$ cat src/rtl/hci_core_r_outstanding_limiter_pkg.sv
// Shared constants and helpers for the HCI core read outstanding limiter.
// Exports the default read depth and a small decoder that turns the per-cycle
// increment/decrement events into a single counter operation.
package hci_core_r_outstanding_limiter_pkg;

  localparam int unsigned DefaultMaxOutstanding = 4;

  typedef enum logic [1:0] {
    CntHold,
    CntInc,
    CntDec,
    CntUnderflow
  } cnt_op_e;

  // A grant and a returning beat in the same cycle cancel out.
  function automatic cnt_op_e cnt_op(input logic inc, input logic dec, input logic empty);
    if (inc && !dec) return CntInc;
    if (dec && !inc) return empty ? CntUnderflow : CntDec;
    return CntHold;
  endfunction

endpackage

$ cat src/rtl/hci_core_intf.sv
// Minimal HCI core port bundle.
// Request side: req/add/wen/data/be/user/lrdy from initiator, gnt from target.
// Response side: r_data/r_valid/r_opc/r_user from target. wen=1 is a read.
interface hci_core_intf #(
  parameter int unsigned DW = 32,
  parameter int unsigned AW = 32,
  parameter int unsigned UW = 2
) ();

  localparam int unsigned BW = DW / 8;

  logic          req;
  logic          gnt;
  logic [AW-1:0] add;
  logic          wen;
  logic [DW-1:0] data;
  logic [BW-1:0] be;
  logic [UW-1:0] user;
  logic          lrdy;
  logic [DW-1:0] r_data;
  logic          r_valid;
  logic          r_opc;
  logic [UW-1:0] r_user;

  modport initiator (
    output req, add, wen, data, be, user, lrdy,
    input  gnt, r_data, r_valid, r_opc, r_user
  );

  modport target (
    input  req, add, wen, data, be, user, lrdy,
    output gnt, r_data, r_valid, r_opc, r_user
  );

endinterface

$ cat src/rtl/hci_core_r_outstanding_limiter.sv
// Limits the number of in-flight TCDM reads on an HCI core port.
// Ports:
//   clk_i, rst_i (sync, active-high), clear_i (sync soft clear), enable_i
//   tcdm_slave   : upstream initiator side (target modport)
//   tcdm_master  : downstream side toward the r_valid filter (initiator modport)
//   outstanding_o: in-flight read count
//   idle_o       : no reads in flight
//   full_o       : MAX_OUTSTANDING reads in flight
//   err_o        : sticky underflow (r_valid seen with nothing in flight)
module hci_core_r_outstanding_limiter
  import hci_core_r_outstanding_limiter_pkg::*;
#(
  parameter int unsigned MAX_OUTSTANDING = DefaultMaxOutstanding,
  parameter int unsigned CNT_W           = $clog2(MAX_OUTSTANDING + 1)
) (
  input  logic             clk_i,
  input  logic             rst_i,
  input  logic             clear_i,
  input  logic             enable_i,
  hci_core_intf.target     tcdm_slave,
  hci_core_intf.initiator  tcdm_master,
  output logic [CNT_W-1:0] outstanding_o,
  output logic             idle_o,
  output logic             full_o,
  output logic             err_o
);

  logic [CNT_W-1:0] cnt_q, cnt_d;
  logic             err_q, err_d;
  logic             block;
  logic             req_fwd;
  logic             inc, dec;

  assign full_o = (cnt_q == CNT_W'(MAX_OUTSTANDING));
  assign idle_o = (cnt_q == '0);

  // Depends only on registered state: a beat returning this cycle frees its
  // slot for the next cycle, never combinationally into req.
  assign block = enable_i & full_o & tcdm_slave.wen;

  assign req_fwd           = tcdm_slave.req & ~block;
  assign tcdm_master.req   = req_fwd;
  assign tcdm_slave.gnt    = tcdm_master.gnt & ~block;
  assign tcdm_master.add   = tcdm_slave.add;
  assign tcdm_master.wen   = tcdm_slave.wen;
  assign tcdm_master.data  = tcdm_slave.data;
  assign tcdm_master.be    = tcdm_slave.be;
  assign tcdm_master.user  = tcdm_slave.user;
  assign tcdm_master.lrdy  = tcdm_slave.lrdy;

  assign tcdm_slave.r_data  = tcdm_master.r_data;
  assign tcdm_slave.r_valid = tcdm_master.r_valid;
  assign tcdm_slave.r_opc   = tcdm_master.r_opc;
  assign tcdm_slave.r_user  = tcdm_master.r_user;

  assign inc = req_fwd & tcdm_master.gnt & tcdm_slave.wen;
  // The downstream filter already restricts r_valid to read responses.
  assign dec = tcdm_master.r_valid;

  always_comb begin
    cnt_d = cnt_q;
    err_d = err_q;
    if (enable_i) begin
      unique case (cnt_op(inc, dec, idle_o))
        CntInc:       cnt_d = cnt_q + CNT_W'(1);
        CntDec:       cnt_d = cnt_q - CNT_W'(1);
        CntUnderflow: err_d = 1'b1;
        default:      ;
      endcase
    end
  end

  always_ff @(posedge clk_i) begin
    if (rst_i) begin
      cnt_q <= '0;
      err_q <= 1'b0;
    end else if (clear_i) begin
      cnt_q <= '0;
      err_q <= 1'b0;
    end else begin
      cnt_q <= cnt_d;
      err_q <= err_d;
    end
  end

  assign outstanding_o = cnt_q;
  assign err_o         = err_q;

endmodule

$ cat src/flat_wrapper.sv
// flat-port wrapper written by rule: the top's interface ports become plain ports
module hci_core_r_outstanding_limiter_flat import hci_core_r_outstanding_limiter_pkg::*;
#(
  parameter int unsigned MAX_OUTSTANDING = DefaultMaxOutstanding,
  parameter int unsigned CNT_W           = $clog2(MAX_OUTSTANDING + 1)
)
  (clk_i, rst_i, clear_i, enable_i, outstanding_o, idle_o, full_o, err_o, tcdm_slave_req, tcdm_slave_add, tcdm_slave_wen, tcdm_slave_data, tcdm_slave_be, tcdm_slave_user, tcdm_slave_lrdy, tcdm_slave_gnt, tcdm_slave_r_data, tcdm_slave_r_valid, tcdm_slave_r_opc, tcdm_slave_r_user, tcdm_master_req, tcdm_master_add, tcdm_master_wen, tcdm_master_data, tcdm_master_be, tcdm_master_user, tcdm_master_lrdy, tcdm_master_gnt, tcdm_master_r_data, tcdm_master_r_valid, tcdm_master_r_opc, tcdm_master_r_user);
  hci_core_intf #(.DW(32), .AW(32), .UW(2)) tcdm_slave_i ();
  hci_core_intf #(.DW(32), .AW(32), .UW(2)) tcdm_master_i ();
  input  logic clk_i;
  input  logic rst_i;
  input  logic clear_i;
  input  logic enable_i;
  output logic [CNT_W-1:0] outstanding_o;
  output logic idle_o;
  output logic full_o;
  output logic err_o;
  input wire logic [$bits(tcdm_slave_i.req)-1:0] tcdm_slave_req;
  input wire logic [$bits(tcdm_slave_i.add)-1:0] tcdm_slave_add;
  input wire logic [$bits(tcdm_slave_i.wen)-1:0] tcdm_slave_wen;
  input wire logic [$bits(tcdm_slave_i.data)-1:0] tcdm_slave_data;
  input wire logic [$bits(tcdm_slave_i.be)-1:0] tcdm_slave_be;
  input wire logic [$bits(tcdm_slave_i.user)-1:0] tcdm_slave_user;
  input wire logic [$bits(tcdm_slave_i.lrdy)-1:0] tcdm_slave_lrdy;
  output wire logic [$bits(tcdm_slave_i.gnt)-1:0] tcdm_slave_gnt;
  output wire logic [$bits(tcdm_slave_i.r_data)-1:0] tcdm_slave_r_data;
  output wire logic [$bits(tcdm_slave_i.r_valid)-1:0] tcdm_slave_r_valid;
  output wire logic [$bits(tcdm_slave_i.r_opc)-1:0] tcdm_slave_r_opc;
  output wire logic [$bits(tcdm_slave_i.r_user)-1:0] tcdm_slave_r_user;
  output wire logic [$bits(tcdm_master_i.req)-1:0] tcdm_master_req;
  output wire logic [$bits(tcdm_master_i.add)-1:0] tcdm_master_add;
  output wire logic [$bits(tcdm_master_i.wen)-1:0] tcdm_master_wen;
  output wire logic [$bits(tcdm_master_i.data)-1:0] tcdm_master_data;
  output wire logic [$bits(tcdm_master_i.be)-1:0] tcdm_master_be;
  output wire logic [$bits(tcdm_master_i.user)-1:0] tcdm_master_user;
  output wire logic [$bits(tcdm_master_i.lrdy)-1:0] tcdm_master_lrdy;
  input wire logic [$bits(tcdm_master_i.gnt)-1:0] tcdm_master_gnt;
  input wire logic [$bits(tcdm_master_i.r_data)-1:0] tcdm_master_r_data;
  input wire logic [$bits(tcdm_master_i.r_valid)-1:0] tcdm_master_r_valid;
  input wire logic [$bits(tcdm_master_i.r_opc)-1:0] tcdm_master_r_opc;
  input wire logic [$bits(tcdm_master_i.r_user)-1:0] tcdm_master_r_user;
  assign tcdm_slave_i.req = tcdm_slave_req;
  assign tcdm_slave_i.add = tcdm_slave_add;
  assign tcdm_slave_i.wen = tcdm_slave_wen;
  assign tcdm_slave_i.data = tcdm_slave_data;
  assign tcdm_slave_i.be = tcdm_slave_be;
  assign tcdm_slave_i.user = tcdm_slave_user;
  assign tcdm_slave_i.lrdy = tcdm_slave_lrdy;
  assign tcdm_slave_gnt = tcdm_slave_i.gnt;
  assign tcdm_slave_r_data = tcdm_slave_i.r_data;
  assign tcdm_slave_r_valid = tcdm_slave_i.r_valid;
  assign tcdm_slave_r_opc = tcdm_slave_i.r_opc;
  assign tcdm_slave_r_user = tcdm_slave_i.r_user;
  assign tcdm_master_req = tcdm_master_i.req;
  assign tcdm_master_add = tcdm_master_i.add;
  assign tcdm_master_wen = tcdm_master_i.wen;
  assign tcdm_master_data = tcdm_master_i.data;
  assign tcdm_master_be = tcdm_master_i.be;
  assign tcdm_master_user = tcdm_master_i.user;
  assign tcdm_master_lrdy = tcdm_master_i.lrdy;
  assign tcdm_master_i.gnt = tcdm_master_gnt;
  assign tcdm_master_i.r_data = tcdm_master_r_data;
  assign tcdm_master_i.r_valid = tcdm_master_r_valid;
  assign tcdm_master_i.r_opc = tcdm_master_r_opc;
  assign tcdm_master_i.r_user = tcdm_master_r_user;
  hci_core_r_outstanding_limiter #(.MAX_OUTSTANDING(MAX_OUTSTANDING), .CNT_W(CNT_W)) u_core (.clk_i(clk_i), .rst_i(rst_i), .clear_i(clear_i), .enable_i(enable_i), .tcdm_slave(tcdm_slave_i), .tcdm_master(tcdm_master_i), .outstanding_o(outstanding_o), .idle_o(idle_o), .full_o(full_o), .err_o(err_o));
endmodule
$ cat config.mk
export PLATFORM = sky130hd
export DESIGN_NAME = hci_core_r_outstanding_limiter_flat
export DESIGN_NICKNAME = d
export VERILOG_FILES = /design/src/rtl/hci_core_r_outstanding_limiter_pkg.sv /design/src/rtl/hci_core_intf.sv /design/src/rtl/hci_core_r_outstanding_limiter.sv /design/src/flat_wrapper.sv
export SDC_FILE = /design/constraint.sdc
export NUM_CORES = 1
export LEC_CHECK = 0
export ABC_AREA = 1
export ABC_CLOCK_PERIOD_IN_PS = 2500
export BUFFER_PORTS_ARGS = -buffer_cell sky130_fd_sc_hd__buf_2
export CAP_MARGIN = 20
export CORE_AREA = 2 2 89 91
export DETAILED_ROUTE_END_ITERATION = 8
export DIE_AREA = 0 0 91 93
export PLACE_DENSITY = 0.59
export RECOVER_POWER = 25
export SKIP_LAST_GASP = 1
export SLEW_MARGIN = 20
export SYNTH_ARGS = -nofsm -noshare
export SYNTH_HDL_FRONTEND = slang
export SYNTH_SLANG_ARGS = --single-unit
$ cat constraint.sdc
create_clock -name clk_i -period 2.5 [get_ports clk_i]
set_input_delay 0.125 -clock clk_i [delete_from_list [all_inputs] [get_ports clk_i]]
set_output_delay 0.125 -clock clk_i [all_outputs]
set_load 0.02 [all_outputs]
* Word-level counts from Yosys, hierarchy flattened
Index checks and enable logic that the tools add are counted.
Widths: inputs -> output; s select.
** Storage, ports and cells
- Register bits :: 4
- Input bits :: 114
- Output and inout bits :: 116
- Word-level logic and storage cells :: 36
** Cells by class
- Add/sub/neg operators :: 2
- Eq/ne operators :: 4
- Mux-type cells :: 12
- Bitwise logic cells :: 7
- Reductions and logical operators :: 9
** Operator list (number)
- $mux 2 :: 5
- $and 1x1->1 :: 6
- $mux 1 :: 6
- $pmux 3 s2 :: 1
- $eq 2x2->1 const B :: 2
- $reduce_and 2->1 :: 2
- $add 3x1->3 const B :: 1
- $eq 3x3->1 const B :: 1
- $logic_not 3->1 :: 1
- $sub 3x1->3 const B :: 1
- $eq 2x1->1 const B :: 1
- $logic_and 1x1->1 :: 2
- $logic_not 1->1 :: 2
- $reduce_bool 2->1 :: 1
- $reduce_or 2->1 :: 1
- $not 1->1 :: 1

* Logic depth before layout (Yosys ltp)
- Word-level depth :: 18
- Gate-level depth with buffers :: 15
- Depth with buffers taken out :: 15

* Least setup slack after synthesis
No wires, ideal clock.
- Path kind :: register to register
- Start point :: register u_core.cnt_q[1], in the netlist u_core.outstanding_o[1]
- End point :: register u_core.cnt_q[2], in the netlist u_core.outstanding_o[2]
- Arrival time :: 1.876 ns
- Path slack :: 0.549 ns
- Cell stages (with the launch flop) :: 15
- Path buffers :: 0
- Path through :: dfxtp_1 > nor2_2 > nand3_2 > nand3_2 > nand3_2 > nand2_2 > inv_2 > ha_1 > inv_1 > fa_1 > inv_1 > nand2_1 > nand3_1 > nand2_1 > a21boi_0
** On the way
- Cells in the longest elaborated chain, start to end :: 18
- Elaborated cells between the ends (all ways) :: 28
** RTL lines
- from (decl) :: RTL line hci_core_r_outstanding_limiter.sv:28 : logic [CNT_W-1:0] cnt_q, cnt_d;
- from (signal assigned) :: RTL line hci_core_r_outstanding_limiter.sv:81 : cnt_q <= cnt_d;
- $eq 3x3->1 :: RTL line hci_core_r_outstanding_limiter.sv:34 : assign full_o = (cnt_q == CNT_W'(MAX_OUTSTANDING));
- $and 1x1->1 (2 in series) :: RTL line hci_core_r_outstanding_limiter.sv:39 : assign block = enable_i & full_o & tcdm_slave.wen;
- $not 1->1 :: RTL line hci_core_r_outstanding_limiter.sv:41 : assign req_fwd = tcdm_slave.req & ~block;
- $and 1x1->1 :: RTL line hci_core_r_outstanding_limiter.sv:41
- $and 1x1->1 (2 in series) :: RTL line hci_core_r_outstanding_limiter.sv:56 : assign inc = req_fwd & tcdm_master.gnt & tcdm_slave.wen;
- $logic_not 1->1 :: RTL line hci_core_r_outstanding_limiter_pkg.sv:18 : if (dec && !inc) return empty ? CntUnderflow : CntDec;
- $logic_and 1x1->1 :: RTL line hci_core_r_outstanding_limiter_pkg.sv:18
- $mux 1 (2 in series) :: RTL line hci_core_r_outstanding_limiter_pkg.sv:18
- $mux 1 :: RTL line hci_core_r_outstanding_limiter.sv:63 : if (enable_i) begin
- $mux 2 :: RTL line hci_core_r_outstanding_limiter_pkg.sv:19 : return CntHold;
- $mux 2 :: RTL line hci_core_r_outstanding_limiter_pkg.sv:18
- $mux 2 :: RTL line hci_core_r_outstanding_limiter.sv:63
- $eq 2x1->1 or $eq 2x2->1 (tied branches) :: RTL line hci_core_r_outstanding_limiter.sv:64 : unique case (cnt_op(inc, dec, idle_o))
- $reduce_bool 2->1 (no source line)
- $reduce_and 2->1 (no source line)
Several ways; a longest one is shown, not always the timed one. The select of a mux whose other input is x is not followed.
A chain may end at the register's enable or synchronous reset.

* Worst setup path in the final report
Same ends and word-level chain as after synthesis.

==> qor_table.md <==
| Metric | Value | Unit |
|:---|:---|:---|
| Area of the die | 8460 | um^2 |
| Number of warnings issued by yosys | 0 | - |
| Unrepaired setup endpoints after global routing | no | - |
| Arrival time at the worst endpoint | 2110 | ps |
| Post_cts resized | 0 | - |
| Count of buffers from port buffering | 17 | - |
| Height of the die | 93 | um |
| Number of nets in the layout | 188 | - |
| Max_slew headroom | 82.6 | % |
| Cell taking the most area after synthesis | buf_4 | - |
| I/O Pins | 230 | - |
| Upper clock frequency limit | 0.508 | GHz |
| Cell types occupying the most area after synthesis | buf_4 (71%), dfxtp_1 (7.0%), inv_1 (4.6%), nand2_1 (3.3%), nand3_2 (2.6%) | - |
| Final setup violation count | 0 | - |
| Type of the setup path with the least slack | reg2reg | - |
| Worst ir drop on vdd | 0.000101 | V |
| Post-CTS Setup Bufs | 0 | - |
| Outcome | finished, final reports clean | - |
| HPWL after DPL | 1660 | um |
| H-tree depth reported by CTS | 1 | - |
| Min setup slack post-route | 533 | ps |
| Effective utilization at floorplan | 15.2 | % |
| Hold-fix buffers at CTS | 0 | - |
| Synth Register Bits | 4 | - |
| CTS tree | yes | - |
| Overall fraction of global-route tracks in use | 4.32 | % |
| Minimum setup slack after placement | 524 | ps |
| Part of the power in combinational logic | 23.1 | % |
| Clock group share of total power | 50.7 | % |
| Internal power summed over all cells | 193 | uW |
| Proportion of layout cells with a drive suffix above 1 | 39.1 | % |
| P_sw | 79.3 | uW |
| Final Power | 272 | uW |
| Wire length of the first global-routing pass | 2640 | um |
| Switching share of total power | 29.1 | % |
| Type of the tightest min-delay check | in2reg | - |
| Bufs on Longest Clock Path | 2 | - |
| Data required time at the worst endpoint | 2650 | ps |
| Horizontal extent of the die | 91 | um |
| Via-to-Cell Ratio | 2.84 | - |
| Area grow syn2layout | -48.5 | % |
| LEAKAGE | 0.289 | nW |
| Number of vias after detailed routing | 486 | - |
| Non-filler instance count after layout | 171 | - |
| Length of the first detailed-routing pass in iterations | 3 | - |
| Max Clock Skew | 3.58 | ps |
| Root Buffer | clkbuf_8 | - |
| Total power density per cell area | 461 | nW/um^2 |
| Row cnt | 32 | - |
| Measured slew at the worst slew-check pin | 260 | ps |
| Final worst path period need | 1970 | ps |
| Final Wtd Congestion | 0.694 | - |
| Number of routed nets with antenna violations | 0 | - |
| Floorplan Core Area | 7530 | um^2 |
| Critical path endpoint category | register | - |
| CTS sink count | 4 | - |
| Synth top area share | 70.7 | % |
| Max-capacitance violation count | 0 | - |
| Average wire per cell in the routed design | 11.5 | um |
| Sequential Power Share | 26.2 | % |
| Final Util | 7.85 | % |
| Final worst path period share | 78.7 | % |
| Clock insertion delay at the later pin of the skew report | 220 | ps |
| Max-slew violation count | 0 | - |
| Post-Syn Area per Cell | 7.31 | um^2 |
| Sequential-to-total area share from yosys stat | 6.98 | % |
| Detailed-route DRC error count | 0 | - |
| Number of DRC violations after detailed-routing iteration 0 | 10 | - |
| Hold violation count in the final report | 0 | - |
| Number of antenna cells inserted | 0 | - |
| Total grt overflow | 0 | - |
| Biggest fanout along the worst timing path | 6 | - |
| Distinct cells, synth | 18 | - |
| Reg-to-reg setup timing slack | 530 | ps |
| Summed instance area of the synthesized netlist | 1150 | um^2 |
| Antenna violations before repair | 0 | - |
| Synthesized net count | 274 | - |
| Total CTS buffers | 3 | - |
| Total Routed Length | 1970 | um |
| Vias in the first global route | 478 | - |
| Clock transition at path regs | 30 | ps |
| Crit path launch type | register | - |
| Maximum number of pins on one net before global-route repair | 7 | - |
| Cells after DPL | 168 | - |
| Gate Count Post-Synth | 157 | - |
| Total negative slack for setup checks | 0 | ps |
-- cell usage after synthesis, drive strengths merged --
| library cell | n |
|---|---|
| buf | 108 |
| nand2 | 11 |
| nand3 | 4 |
| nor3 | 2 |
| nand4 | 2 |
| fa | 1 |
| ha | 2 |
| nor2 | 2 |
| inv | 15 |
| a21boi | 1 |
| o21ai | 3 |
| a21oi | 2 |
| dfxtp | 4 |
-- metal layers --
layer | track usage [%] | part of all wire, %
met5 | 0 | 0
met4 | 9.34 | 19
met3 | 4.19 | 22
met2 | 3.95 | 32
met1 | 3.08 | 27
-- per-stage QoR --
step / hold WS (ps) / area [um^2]
floorplan: 301 / 1150
global placement: 250 / 549
detailed placement: 250 / 549
CTS: 195 / 591
global route: 212 / 591
finish: 191 / 591
-- final cells by class --
class	instances	area [um^2]
clock buffers	3	41.3
fillers	918	6940
inverters	15	56.3
multi-input cells	30	200
flip-flops and latches	4	80.1
well taps	102	128
repair buffers	17	85.1
-- cell usage in the layout, fill, tap and decap left out --
master and count:
nor2_2 1, o21ai_0 3, nand3_2 3, clkbuf_8 3, nor2_1 1, nand3_1 1
nand2_2 1, dfxtp_1 4, a21boi_0 1, inv_2 1, nand4_1 2, ha_1 2
a21oi_1 2, nand2_1 10, nor3_1 1, nor3_4 1, buf_2 17, inv_1 14
fa_1 1
-- cell families (layout without fill, tap and decap cells) --
logic type / count (synthesis) / in the layout / synth area share (%)
adder cells (fa/ha/maj): 3 / 3 / 3.93
flip-flops: 4 / 4 / 6.98
AO/OA/AOI/OAI: 6 / 6 / 2.84
buffers and inverters: 123 / 35 / 75.6
AND/OR/NAND/NOR: 21 / 21 / 10.7
-- registers in the layout, summed over array words and instances (netlist names) --
name                  cells
u_core.outstanding_o      3
u_core.err_o              1
-- worst max-delay path, stage by stage, from the launching register on --
cell	delay, ps
dfxtp_1	450
nor2_2	80
nand3_2	110
nand3_2	80
nand3_2	70
nand2_2	60
inv_2	40
ha_1	140
inv_1	60
fa_1	380
inv_1	60
nand2_1	60
nand3_1	80
nand2_1	50
a21boi_0	160
-- final timing paths --
path,startpoint,cells after the start,end
worst min register to register,u_core.err_o,2,u_core.err_o
worst max-delay path,u_core.outstanding_o[1],14,u_core.outstanding_o[2]
worst min-delay path,rst_i,4,u_core.err_o
worst max register to register,u_core.outstanding_o[1],14,u_core.outstanding_o[2]
-- power groups by stage --
stage | logic [mW] | clock network [mW] | registers [mW]
2_1_floorplan | 0.288 | 0 | 0.0749
3_3_place_gp | 0.0648 | 0 | 0.0719
3_5_place_dp | 0.0639 | 0 | 0.0725
4_1_cts | 0.0642 | 0.140 | 0.0714
5_1_grt | 0.0718 | 0.147 | 0.0719
6_report | 0.0630 | 0.138 | 0.0714
No activity file was read; power rests on OpenSTA's default activity.
